$ cat src/rtl/pico_bus_arbiter2_if.sv
// PicoRV32 native memory bus link: valid/ready handshake with address,
// write data, byte strobes and read data.
interface pico_bus_arbiter2_if;
    logic        valid;
    logic [31:0] addr;
    logic [31:0] wdata;
    logic [3:0]  wstrb;
    logic        ready;
    logic [31:0] rdata;

    modport master (
        output valid, addr, wdata, wstrb,
        input  ready, rdata
    );

    modport slave (
        input  valid, addr, wdata, wstrb,
        output ready, rdata
    );
endinterface

$ cat src/rtl/pico_bus_arbiter2.sv
// Two-master round-robin arbiter for one PicoRV32 native-bus slave, with
// grant held per transaction and a timeout that completes silent accesses.
module pico_bus_arbiter2 #(
    parameter int          TIMEOUT   = 16,
    parameter logic [31:0] ERR_RDATA = 32'hDEAD_BEEF
) (
    input  logic                       clk,
    input  logic                       resetn,
    pico_bus_arbiter2_if.slave         m0,
    pico_bus_arbiter2_if.slave         m1,
    pico_bus_arbiter2_if.master        s,
    output logic [1:0]                 gnt,
    output logic                       timeout_err
);

    localparam int CW = (TIMEOUT > 0) ? $clog2(TIMEOUT + 1) : 1;
    localparam logic [CW-1:0] TMAX = CW'(TIMEOUT);

    typedef enum logic [1:0] {
        IDLE,
        GNT0,
        GNT1
    } state_e;

    state_e        state_q, state_d;
    logic          last_q, last_d;
    logic [CW-1:0] cnt_q, cnt_d;

    logic        sel1;
    logic        granted;
    logic        g_valid;
    logic        o_valid;
    logic        to_hit;
    logic        done;
    logic [31:0] rdata_g;

    always_comb begin
        sel1    = (state_q == GNT1);
        granted = (state_q != IDLE);
        g_valid = sel1 ? m1.valid : m0.valid;
        o_valid = sel1 ? m0.valid : m1.valid;
        to_hit  = (TIMEOUT != 0) && (cnt_q == TMAX);

        s.valid = 1'b0;
        s.addr  = '0;
        s.wdata = '0;
        s.wstrb = '0;
        done    = 1'b0;
        rdata_g = '0;

        if (granted) begin
            s.valid = g_valid & ~to_hit;
            s.addr  = sel1 ? m1.addr  : m0.addr;
            s.wdata = sel1 ? m1.wdata : m0.wdata;
            s.wstrb = sel1 ? m1.wstrb : m0.wstrb;
            done    = g_valid & (to_hit | s.ready);
            if (done) begin
                rdata_g = to_hit ? ERR_RDATA : s.rdata;
            end
        end

        m0.ready    = done & ~sel1;
        m1.ready    = done & sel1;
        m0.rdata    = sel1 ? '0 : rdata_g;
        m1.rdata    = sel1 ? rdata_g : '0;
        timeout_err = done & to_hit;
        gnt         = {state_q == GNT1, state_q == GNT0};
    end

    always_comb begin
        state_d = state_q;
        last_d  = last_q;
        cnt_d   = '0;
        unique case (state_q)
            IDLE: begin
                if (m0.valid && m1.valid) begin
                    state_d = last_q ? GNT0 : GNT1;
                end else if (m0.valid) begin
                    state_d = GNT0;
                end else if (m1.valid) begin
                    state_d = GNT1;
                end
            end
            GNT0, GNT1: begin
                if (done) begin
                    // Hand straight to the waiting master: no dead cycle.
                    last_d  = sel1;
                    state_d = o_valid ? (sel1 ? GNT0 : GNT1) : IDLE;
                end else if (!g_valid) begin
                    state_d = IDLE;
                end else if (cnt_q != TMAX) begin
                    cnt_d = cnt_q + 1'b1;
                end else begin
                    cnt_d = cnt_q;
                end
            end
            default: state_d = IDLE;
        endcase
    end

    always_ff @(posedge clk or negedge resetn) begin
        if (!resetn) begin
            state_q <= IDLE;
            last_q  <= 1'b1;
            cnt_q   <= '0;
        end else begin
            state_q <= state_d;
            last_q  <= last_d;
            cnt_q   <= cnt_d;
        end
    end

endmodule

$ cat src/flat_wrapper.sv
// flat-port wrapper written by rule: the top's interface ports become plain ports
module pico_bus_arbiter2_flat 
#(
    parameter int          TIMEOUT   = 16,
    parameter logic [31:0] ERR_RDATA = 32'hDEAD_BEEF
)
  (clk, resetn, gnt, timeout_err, m0_valid, m0_addr, m0_wdata, m0_wstrb, m0_ready, m0_rdata, m1_valid, m1_addr, m1_wdata, m1_wstrb, m1_ready, m1_rdata, s_valid, s_addr, s_wdata, s_wstrb, s_ready, s_rdata);
  pico_bus_arbiter2_if m0_i ();
  pico_bus_arbiter2_if m1_i ();
  pico_bus_arbiter2_if s_i ();
  input  logic clk;
  input  logic resetn;
  output logic [1:0] gnt;
  output logic timeout_err;
  input wire logic [$bits(m0_i.valid)-1:0] m0_valid;
  input wire logic [$bits(m0_i.addr)-1:0] m0_addr;
  input wire logic [$bits(m0_i.wdata)-1:0] m0_wdata;
  input wire logic [$bits(m0_i.wstrb)-1:0] m0_wstrb;
  output wire logic [$bits(m0_i.ready)-1:0] m0_ready;
  output wire logic [$bits(m0_i.rdata)-1:0] m0_rdata;
  input wire logic [$bits(m1_i.valid)-1:0] m1_valid;
  input wire logic [$bits(m1_i.addr)-1:0] m1_addr;
  input wire logic [$bits(m1_i.wdata)-1:0] m1_wdata;
  input wire logic [$bits(m1_i.wstrb)-1:0] m1_wstrb;
  output wire logic [$bits(m1_i.ready)-1:0] m1_ready;
  output wire logic [$bits(m1_i.rdata)-1:0] m1_rdata;
  output wire logic [$bits(s_i.valid)-1:0] s_valid;
  output wire logic [$bits(s_i.addr)-1:0] s_addr;
  output wire logic [$bits(s_i.wdata)-1:0] s_wdata;
  output wire logic [$bits(s_i.wstrb)-1:0] s_wstrb;
  input wire logic [$bits(s_i.ready)-1:0] s_ready;
  input wire logic [$bits(s_i.rdata)-1:0] s_rdata;
  assign m0_i.valid = m0_valid;
  assign m0_i.addr = m0_addr;
  assign m0_i.wdata = m0_wdata;
  assign m0_i.wstrb = m0_wstrb;
  assign m0_ready = m0_i.ready;
  assign m0_rdata = m0_i.rdata;
  assign m1_i.valid = m1_valid;
  assign m1_i.addr = m1_addr;
  assign m1_i.wdata = m1_wdata;
  assign m1_i.wstrb = m1_wstrb;
  assign m1_ready = m1_i.ready;
  assign m1_rdata = m1_i.rdata;
  assign s_valid = s_i.valid;
  assign s_addr = s_i.addr;
  assign s_wdata = s_i.wdata;
  assign s_wstrb = s_i.wstrb;
  assign s_i.ready = s_ready;
  assign s_i.rdata = s_rdata;
  pico_bus_arbiter2 #(.TIMEOUT(TIMEOUT), .ERR_RDATA(ERR_RDATA)) u_core (.clk(clk), .resetn(resetn), .m0(m0_i), .m1(m1_i), .s(s_i), .gnt(gnt), .timeout_err(timeout_err));
endmodule
$ cat config.mk
export PLATFORM = sky130hd
export DESIGN_NAME = pico_bus_arbiter2_flat
export DESIGN_NICKNAME = d
export VERILOG_FILES = /design/src/rtl/pico_bus_arbiter2_if.sv /design/src/rtl/pico_bus_arbiter2.sv /design/src/flat_wrapper.sv
export SDC_FILE = /design/constraint.sdc
export NUM_CORES = 1
export LEC_CHECK = 0
export BUFFER_PORTS_ARGS = -buffer_cell sky130_fd_sc_hd__buf_4
export CORE_AREA = 2 2 121 123
export CTS_CLUSTER_DIAMETER = 30
export DETAILED_ROUTE_END_ITERATION = 7
export DIE_AREA = 0 0 123 125
export REMOVE_ABC_BUFFERS = 1
export SYNTH_ARGS = -nofsm -noshare
export SYNTH_HDL_FRONTEND = slang
export SYNTH_SLANG_ARGS = --single-unit
$ cat constraint.sdc
create_clock -name clk -period 2.8 [get_ports clk]
set_input_delay 0.14 -clock clk [delete_from_list [all_inputs] [get_ports clk]]
set_output_delay 0.14 -clock clk [all_outputs]
set_load 0.05 [all_outputs]
Yosys cells after proc, flatten, opt, wreduce, memory -nomap -nowiden
Cells that the tools add are included.
- bits in registers: 8
- logic and storage cells: 53
- $add $sub $neg: 1
- equality and inequality tests: 7
- multiplexer cells: 28
- bitwise operators: 8
- reductions and logical operators: 6
- operator list (cell ; count):
    two-way mux 32 bit ; 9
    two-way mux 5 bit ; 4
    two-way mux 2 bit ; 8
    two-way mux 4 bit ; 2
    adder 5 x 1 -> 5 bit, second input constant ; 1
    bitwise AND 1 bit ; 5
    == test 5 bit, second input constant ; 1
    != test 5 bit, second input constant ; 1
    two-way mux 1 bit ; 4
    != test 4 x 3 -> 1 bit, second input constant ; 1
    != test 4 bit, second input constant ; 1
    case mux 2 bit (2 select lines) ; 1
    AND reduction 2 bit ; 2
    != test 3 bit, second input constant ; 1
    == test 2 x 1 -> 1 bit, second input constant ; 1
    == test 2 bit, second input constant ; 1
    zero test 2 bit ; 1
    NOT 1 bit ; 2
    nonzero test 2 bit ; 1
    OR reduction 2 bit ; 1
    logical AND 1 bit ; 1
    bitwise OR 1 bit ; 1

Longest topological paths before layout
Gate-level depths: netlist of the first run.
- depth after elaboration: 6
- depth in mapped cells: 8
- mapped depth without buffers: 6

Worst setup path after synthesis of the first run
Ideal clock, no wire load.
- path kind: register -> output
- from: reg u_core.state_q[0]
- to: out m0_rdata[14]
- arrival time: 3020 ps
- data required time: 2660 ps
- path slack: -360 ps
- cell stages (with the launch flop): 8
- path buffers: 1
- cells stage by stage: dfrtp_1 -> inv_1 -> ha_1 -> buf_2 -> mux2i_2 -> nor3_1 -> nor3b_2 -> and2_1
- word-level cells in the longest chain between the ends: 6
- elaborated cells on any way between the ends: 7
- ends and longest elaborated chain (item ; line ; text):
    start, declared ; pico_bus_arbiter2.sv:25 ; state_e state_q, state_d;
    start signal, assigned ; pico_bus_arbiter2.sv:107 ; state_q <= state_d;
    == test 2 bit * ; pico_bus_arbiter2.sv:38 ; sel1 = (state_q == GNT1);
    net u_core.sel1 ; pico_bus_arbiter2.sv:29 ; logic sel1;
    two-way mux 1 bit ; pico_bus_arbiter2.sv:40 ; g_valid = sel1 ? m1.valid : m0.valid;
    bitwise AND 1 bit ; pico_bus_arbiter2.sv:56 ; done = g_valid & (to_hit | s.ready);
    two-way mux 32 bit ; pico_bus_arbiter2.sv:57 ; if (done) begin
    two-way mux 32 bit ; pico_bus_arbiter2.sv:51 ; if (granted) begin
    two-way mux 32 bit * ; pico_bus_arbiter2.sv:64 ; m0.rdata = sel1 ? '0 : rdata_g;
    end, declared ; flat_wrapper.sv:20 ; output wire logic [$bits(m0_i.rdata)-1:0] m0_rdata;
Mark *: on every way through the listed nets, which the timed path passes. The rest lies on a longest branch.

Final worst setup path of the first run
- from: reg u_core.cnt_q[0]
- to: out m0_rdata[20]
- word-level cells in the longest chain between the ends: 6
- elaborated cells on any way between the ends: 7
- ends and longest elaborated chain (item ; line ; text):
    start, declared ; pico_bus_arbiter2.sv:27 ; logic [CW-1:0] cnt_q, cnt_d;
    start signal, assigned ; pico_bus_arbiter2.sv:109 ; cnt_q <= cnt_d;
    == test 5 bit * ; pico_bus_arbiter2.sv:42 ; to_hit = (TIMEOUT != 0) && (cnt_q == TMAX);
    bitwise OR 1 bit ; pico_bus_arbiter2.sv:56 ;
    bitwise AND 1 bit ; pico_bus_arbiter2.sv:56 ;
    two-way mux 32 bit * ; pico_bus_arbiter2.sv:57 ;
    two-way mux 32 bit * ; pico_bus_arbiter2.sv:51 ;
    two-way mux 32 bit * ; pico_bus_arbiter2.sv:64 ;
Every way passes the cells marked *; elsewhere a longest branch is shown, timed or not.

==> results of run 1 <==
## report_power, final
group,switching [mW],internal [mW]
clock network,0.0573,0.190
registers,0.0278,0.149
logic,3.19,1.48
total,3.27,1.81
## timing repair
item                                    CTS  global route
hold buffers                              1             0
hold endpoints to repair                  8             0
endpoints found under the setup margin    0             0
## path summary, 6_finish.rpt
check / from / end / slack (ps) / cells after the start
setup / recovery: u_core.cnt_q[0] / m0_rdata[20] / 240 / 7
hold / removal: resetn / u_core.state_q[0] / 270 / 2
setup reg to reg: u_core.state_q[0] / u_core.state_q[1] / 630 / 7
hold reg to reg: u_core.state_q[0] / u_core.state_q[0] / 570 / 1
max in group asynchronous: resetn / u_core.last_q / 2320 / 2
min in group clk: m0_valid / u_core.state_q[1] / 270 / 3
## per-layer routing
layer	track usage, %	vias up	wire length, um
li1	-	1630	-
met1	13.9	1364	4090
met2	23.1	168	5370
met3	3.33	11	1100
met4	1.80	0	120
met5	0	-	0
## stage by stage
step | setup TNS, ps | power (mW) | hold WS [ps]
floorplan | -446530 | 3.39 | -156
global route | 0 | 5.35 | 284
detailed placement | 0 | 4.87 | -33.0
finish | 0 | 5.09 | 265
global placement | 0 | 4.88 | -30.8
CTS | 0 | 5.13 | 266
## state kept, by name (all words and copies together), names as in the netlist
register and flops:
u_core.last_q 1, u_core.state_q 2, u_core.cnt_q 5
## area by class of cell
cell class	instances	area [um2]	area share, %
Timing Repair Buffer	317	2390	50.5
Multi-Input combinational cell	269	1800	37.9
Tap cell	184	230	4.86
Sequential cell	8	201	4.25
Clock buffer	4	78.8	1.66
Inverter	10	37.5	0.792
## logic make-up (layout without fill, tap and decap cells)
kind of cell             after synthesis  count (layout)  synth area share [%]
AND/OR/NAND/NOR                      156             156                  35.2
multiplexers                          71              71                  33.4
adder cells (fa/ha/maj)                6               6                  3.50
XOR/XNOR                               3               3                  1.22
AO/OA/AOI/OAI                         33              33                  9.74
flip-flops                             8               8                  9.39
buffers and inverters                 37             331                  7.64
## Yosys cell counts (all sizes together)
cell,count,area [um2]
nor2,96,360
mux2i,70,704
nor2b,26,163
a21oi,25,125
buf,20,100
and2,17,106
inv,10,37.5
clkbuf,7,26.3
dfrtp,7,175
ha,6,75.1
nand2,5,18.8
nor3,4,25.0
nand3,2,10.0
xor2,2,17.5
a2111o,1,11.3
a211oi,1,20.0
a31oi,1,6.26
a32o,1,10.0
a32oi,1,8.76
a41o,1,10.0
and3,1,6.26
and4bb,1,12.5
dfstp,1,26.3
mux2,1,11.3
nand2b,1,6.26
nand4bb,1,27.5
nor3b,1,12.5
nor4,1,6.26
o21ai,1,5.00
o31ai,1,12.5
xnor2,1,8.76
## worst max-delay path, delay by kind of cell, from the launching register on
kind,cells,cell delay [ps]
flip-flops,1,370
adder cells (fa/ha/maj),1,240
buffers and inverters,2,260
AND/OR/NAND/NOR,4,1310
==> impl_metrics.toml, run 1 <==
[timing]
final.min_clock_period_ps = 2560
worstMarginPinSlew_ps = 589
finalCritPeriodShare_pct = 91.3
layout_setup_ws_ps = 244
finalMaxSlewViolations = 0
finClkSkew_ps = 1.23
clock.fmax_mhz = 391
rsz0062_at_grt = "false"
setup_viol = 0
hold_viol_final = 0
slew_headroom_pct = 60.6

[synthesis]
synth_cells = 314
netlist_area_um2 = 2150
yosysWarningCount = 0
yosysSeqAreaShare_pct = 9.39
netlist-cell-type-count = 35
syn_area_per_cell_um2 = 6.83
yosys_register_bits = 8

[detailed_routing]
drt_iter0_markers = 67
vias = 3173
routed_wl_mm = 10.7
avgRoutedWirePerCell_um = 13.5
viasPerCell = 4.01
drc_errors = 0
drt-pass1-iter-count = 4
drtAntennaViolNets = 0

[critical_path]
cp.arrival_ps = 2420
end_kind = "output pin"
cpPeakStageDelay_ps = 560
start_kind = "flop"
cp_max_fo = 8
path_cells = "inv_1 -> ha_1 -> and4bb_2 -> nor3_1 -> nor3b_2 -> and2_1 -> buf_4"
crit_required_ps = 2660
critPathKind = "reg -> out"
cp_slowest_cell = "nor3b_2"

[floorplan]
die_h_um = 125
fp.dieW_um = 123
rows = 44
die-area_um2 = 15400
start_util_pct = 15.1
coreArea_um2 = 14200
io_pins = 311

[placed_design]
port_buffers = 310
dp.cells = 787
gp_congestion = 0.768
placed_area_um2 = 4650
hpwlAfterDp_mm = 9.09
dp_slack_ps = 482

[clocking]
post-cts-setup-buffer-count = 0
htree_levels = 1
numCtsBuffers = 3
clk_pin_slew_worst_paths_ps = 40
cts.sink_count = 8
root_buffer = "clkbuf_16"
clk-insertion-delay-late_ps = 230
clockBufferDepth = 2
cts_tree = "built"
cts_resized = 0

[power]
power_density_nw_per_um2 = 1070
ir_drop_mv = 0.559
p_leak_nw = 2.48

[layout]
fin_area_um2 = 4740
drive_above_1_share_pct = 54.1
layout_common_cells = "buf_4 (315), nor2_1 (96), mux2i_1 (69), nor2b_1 (26), a21oi_1 (25)"
final_util_pct = 33.4
stdcell_count = 792
nets = 788
insertedDiodeCount = 0
area_growth_pct = 121
final_common_cell = "buf_4"
fill_cells = 1538

[grt]
track_usage_pct = 12.3
grt_pass1_vias = 2958
grt_overflow = 0
grt_pass1_wl_mm = 15.3
grt_start_max_net_pins = 89
antenna_found_initial = 0

[run_status]
outcome = "finished, final reports clean"

[hold_path]
hold_class = "in -> async"

[job]
max_cap_violations = 0
Power figures use the tool's default switching activity.
==> run 2, diff against run 1 <==
--- a/config.mk
+++ b/config.mk
@@ -8,8 +8,10 @@
 export BUFFER_PORTS_ARGS = -buffer_cell sky130_fd_sc_hd__buf_4
 export CORE_AREA = 2 2 121 123
 export CTS_CLUSTER_DIAMETER = 30
+export CTS_CLUSTER_SIZE = 24
 export DETAILED_ROUTE_END_ITERATION = 7
 export DIE_AREA = 0 0 123 125
+export RECOVER_POWER = 25
 export REMOVE_ABC_BUFFERS = 1
 export SYNTH_ARGS = -nofsm -noshare
 export SYNTH_HDL_FRONTEND = slang
==> impl_metrics.toml, run 2 (synthesis gave the netlist of run 1 again) <==
[detailed_routing]
drt-pass1-iter-count = 4
avgRoutedWirePerCell_um = 13.4
drt_iter0_markers = 63
viasPerCell = 4.01
routed_wl_mm = 10.6
drc_errors = 0
drtAntennaViolNets = 0
vias = 3176

[hold_path]
hold_class = "in -> reg"

[floorplan]
fp.dieW_um = 123
io_pins = 311
coreArea_um2 = 14200
start_util_pct = 15.1
rows = 44
die-area_um2 = 15400
die_h_um = 125

[power]
ir_drop_mv = 0.547
power_density_nw_per_um2 = 1060
p_leak_nw = 2.45
total_power_mw = 4.97

[critical_path]
ff2ff_setup_slack_ps = 320
crit_required_ps = 2660
cpLargestDelayFamily = "buffers and inverters"
path_cells = "inv_1 -> ha_4 -> mux2i_2 -> a211oi_4 -> clkbuf_2 -> a21oi_1 -> nor2_1 -> buf_4"
start_kind = "flop"
cp_slowest_cell = "dfrtp_1"
cp_max_fo = 27
critPathKind = "reg -> out"
worst-path-buf-inv = 3
cpPeakStageDelay_ps = 410
cp.arrival_ps = 2420
end_kind = "output pin"

[layout]
multi_input_area_um2 = 1790
drive_above_1_share_pct = 53.5
final_util_pct = 32.8
final_common_cell = "buf_4"
seqCellArea_um2 = 201
top_register = "u_core.cnt_q"
area_growth_pct = 117
insertedDiodeCount = 0
nets = 788
top_regs = "u_core.cnt_q (5), u_core.state_q (2), u_core.last_q (1)"
fill_cells = 1559
layout_common_cells = "buf_4 (288), nor2_1 (96), mux2i_1 (69), nor2b_1 (26), a21oi_1 (25)"
largest_reg_flops = 5

[placed_design]
gp_congestion = 0.768
port_buffers = 310
dp_slack_ps = 482
hpwlAfterDp_mm = 9.09

[grt]
grt_pass1_wl_mm = 15.3
grt_start_max_net_pins = 89
track_usage_pct = 12.3
grt_pass1_vias = 2958
grt_overflow = 0
antenna_found_initial = 0

[timing]
layout_setup_ws_ps = 242
setup_viol = 0
worstMarginPinSlew_ps = 927
finalCritPeriodShare_pct = 91.4
slew_headroom_pct = 38.2
clock.fmax_mhz = 391
rsz0062_at_grt = "false"
finalMaxSlewViolations = 0
finClkSkew_ps = 1.23
final.min_clock_period_ps = 2560
hold_viol_final = 0

[clocking]
cts.sink_count = 8
holdBufCountCts = 1
numCtsBuffers = 3
cts_resized = 0
root_buffer = "clkbuf_16"
cts_tree = "built"
clk_pin_slew_worst_paths_ps = 40
post-cts-setup-buffer-count = 0
htree_levels = 1
clk-insertion-delay-late_ps = 230
clockBufferDepth = 2

[job]
max_cap_violations = 0

[run_status]
outcome = "finished, final reports clean"
## run 2: changes by cell type in the layout (fill, tap and decap cells not counted), sizes merged
cell and delta:
buf -27, clkbuf +27
## run 2: worst register-to-register path, stage by stage, from the launching register on
cell	delay [ps]
dfrtp_1	410
inv_1	130
ha_1	420
clkbuf_2	520
nor2b_1	100
a2111o_1	480
o31ai_2	130
mux2i_1	220
## run 2: path summary, 6_finish.rpt
kind | endpoint | cells after the start | start
worst max-delay path | m0_rdata[28] | 8 | u_core.state_q[0]
worst min-delay path | u_core.state_q[1] | 3 | m0_valid
worst max register to register | u_core.state_q[1] | 7 | u_core.state_q[0]
worst min register to register | u_core.state_q[0] | 1 | u_core.state_q[0]
max in group asynchronous | u_core.last_q | 2 | resetn
min in group asynchronous | u_core.state_q[0] | 2 | resetn
## run 2: through the flow
step	instances	setup TNS (ps)	instance area (um2)	hold WS [ps]
final	792	0	4660	271
after global routing	792	0	4660	284
after CTS	792	0	4740	266
after detailed placement	787	0	4650	-33.0
after global placement	787	0	4650	-30.8
after floorplan	287	-446530	2020	-156
## run 2: final cells by class
cell class | count | share of cell area [%]
well taps | 184 | 4.94
multi-input cells | 269 | 38.4
flip-flops and latches | 8 | 4.32
inverters | 10 | 0.805
repair buffers | 317 | 49.8
clock buffers | 4 | 1.69
## run 2: where the power goes
group | total [mW] | internal (mW) | switching (mW)
clock network | 0.246 | 0.190 | 0.0560
logic | 4.54 | 1.36 | 3.18
registers | 0.176 | 0.148 | 0.0274
## run 2: layer usage
layer	vias up	track usage [%]	wire length, um
met5	-	0	0
met4	0	1.80	116
met3	11	3.33	1100
met2	164	23.1	5360
met1	1372	13.9	4050
li1	1629	-	-
==> run 3, diff against run 2 <==
--- a/config.mk
+++ b/config.mk
@@ -11,6 +11,7 @@
 export CTS_CLUSTER_SIZE = 24
 export DETAILED_ROUTE_END_ITERATION = 7
 export DIE_AREA = 0 0 123 125
+export PLACE_DENSITY = 0.48
 export RECOVER_POWER = 25
 export REMOVE_ABC_BUFFERS = 1
 export SYNTH_ARGS = -nofsm -noshare
==> constraint.sdc (replaced) <==
create_clock -name clk -period 2.9 [get_ports clk]
set_input_delay 0.145 -clock clk [delete_from_list [all_inputs] [get_ports clk]]
set_output_delay 0.145 -clock clk [all_outputs]
set_load 0.05 [all_outputs]
==> impl_metrics.toml, run 3 (synthesis gave the netlist of run 1 again) <==
[run_status]
outcome = "finished, final reports clean"

[job]
max_cap_violations = 0

[critical_path]
start_kind = "flop"
critical_path.reg2reg.endpoint = "u_core.state_q[0]"
reg2reg_depth = 5
ff2ff_setup_slack_ps = 760
rr_startpoint = "u_core.state_q[0]"
critPathKind = "reg -> out"
crit_required_ps = 2760
cpPeakStageDelay_ps = 510
end_kind = "output pin"
path_cells = "inv_1 -> ha_4 -> buf_12 -> mux2i_1 -> nor2_1 -> clkbuf_1"
cp_slowest_cell = "clkbuf_1"
cp_max_fo = 124
cp.arrival_ps = 2330

[layout]
largest_reg_flops = 5
insertedDiodeCount = 0
area_growth_pct = 116
fin_area_um2 = 4640
top_register = "u_core.cnt_q"
drive_above_1_share_pct = 50.2
nets = 786
layout_common_cells = "buf_4 (291), nor2_1 (96), mux2i_1 (69), nor2b_1 (26), a21oi_1 (25)"
final_common_cell = "buf_4"
top_regs = "u_core.cnt_q (5), u_core.state_q (2), u_core.last_q (1)"

[clocking]
htree_levels = 1
clockBufferDepth = 2
holdBufCountCts = 1
clk_pin_slew_worst_paths_ps = 40
root_buffer = "clkbuf_16"
cts.sink_count = 8
cts_tree = "built"
cts_resized = 0
clk-insertion-delay-late_ps = 230
post-cts-setup-buffer-count = 0
numCtsBuffers = 3

[grt]
grt_start_max_net_pins = 125
grt_pass1_vias = 3122
grtUsageMet3_pct = 5.38
antenna_found_initial = 0
use_met2_pct = 26.0
grtUsageMet1_pct = 15.3
grt_pass1_wl_mm = 17.1
track_usage_pct = 14.1
top_usage_layer = "met2"
grt_overflow = 0

[placed_design]
dp_slack_ps = 759
placed_area_um2 = 4630
port_buffers = 310
hpwlAfterDp_mm = 9.94
gp_congestion = 0.898

[detailed_routing]
vias = 3262
viasPerCell = 4.13
routed_wl_mm = 11.8
drtAntennaViolNets = 0
drt-pass1-iter-count = 4
drc_errors = 0
avgRoutedWirePerCell_um = 15.0
drt_iter0_markers = 101

[timing]
worstMarginPinSlew_ps = 740
finalCritPeriodShare_pct = 85.4
finalMaxSlewViolations = 0
setup_viol = 0
clock.fmax_mhz = 404
layout_setup_ws_ps = 425
hold_viol_final = 0
final.min_clock_period_ps = 2480
rsz0062_at_grt = "false"
finClkSkew_ps = 1.80
slew_headroom_pct = 50.7

[floorplan]
io_pins = 311
coreArea_um2 = 14200
rows = 44
start_util_pct = 15.1
fp.dieW_um = 123
die-area_um2 = 15400
die_h_um = 125

[power]
power_density_nw_per_um2 = 1040
p_leak_nw = 2.39
ir_drop_mv = 0.497

[hold_path]
whs_path_depth = 3
worstHoldStart = "m0_valid"
hold_class = "in -> reg"
whs_endpoint = "u_core.state_q[1]"
[run 3: area by class of cell]
class	count	area, um2
sequential	8	201
timing repair buffer	315	2300
tap	184	230
multi-input combinational	269	1790
fill	1579	9560
clock buffer	4	78.8
inverter	10	37.5
[run 3: where the power goes]
| group | leakage [nW] | internal (mW) | switching, mW | total [mW] |
|---|---|---|---|---|
| clock | 0.0382 | 0.184 | 0.0590 | 0.243 |
| sequential | 0.105 | 0.143 | 0.0269 | 0.170 |
| combinational | 2.25 | 1.29 | 3.11 | 4.41 |
| total | 2.39 | 1.62 | 3.20 | 4.82 |
[run 3: how the worst max path moves through the flow]
stage	end	slack (ps)	cells past startpoint	from
global route	m0_rdata[10]	210	8	u_core.state_q[0]
detailed placement	m0_rdata[24]	760	7	u_core.cnt_q[0]
floorplan	m1_rdata[0]	-3960	6	u_core.state_q[0]
global placement	m0_rdata[20]	820	7	u_core.cnt_q[0]
finish	s_wdata[30]	420	6	u_core.state_q[0]
CTS	m0_rdata[24]	500	7	u_core.cnt_q[0]
[run 3: worst max-delay path: cells and delay by family (launching register included)]
family / cells / cell delay [ps]
adders and majority gates: 1 / 170
and+or+nand+nor: 1 / 100
DFF: 1 / 410
buffers and inverters: 3 / 1120
muxes: 1 / 150
[run 3: per-layer routing]
metal / share of wire [%] / vias to the layer above
li1: - / 1629
met1: 37 / 1471
met2: 51 / 154
met3: 10 / 8
met4: 1.6 / 0
met5: 0 / -
[run 3: metrics by stage]
| stage | util, % | setup TNS [ps] | hold slack (ps) | cells | power (mW) |
|---|---|---|---|---|---|
| after floorplan | - | -432720 | -151 | 287 | 3.32 |
| after CTS | 33.3 | 0 | 272 | 790 | 4.99 |
| after global routing | 32.7 | 0 | 305 | 790 | 5.06 |
| after detailed placement | 32.6 | 0 | -25.3 | 785 | 4.74 |
| final | 32.7 | 0 | 282 | 790 | 4.82 |
| after global placement | 32.6 | 0 | -26.1 | 785 | 4.71 |
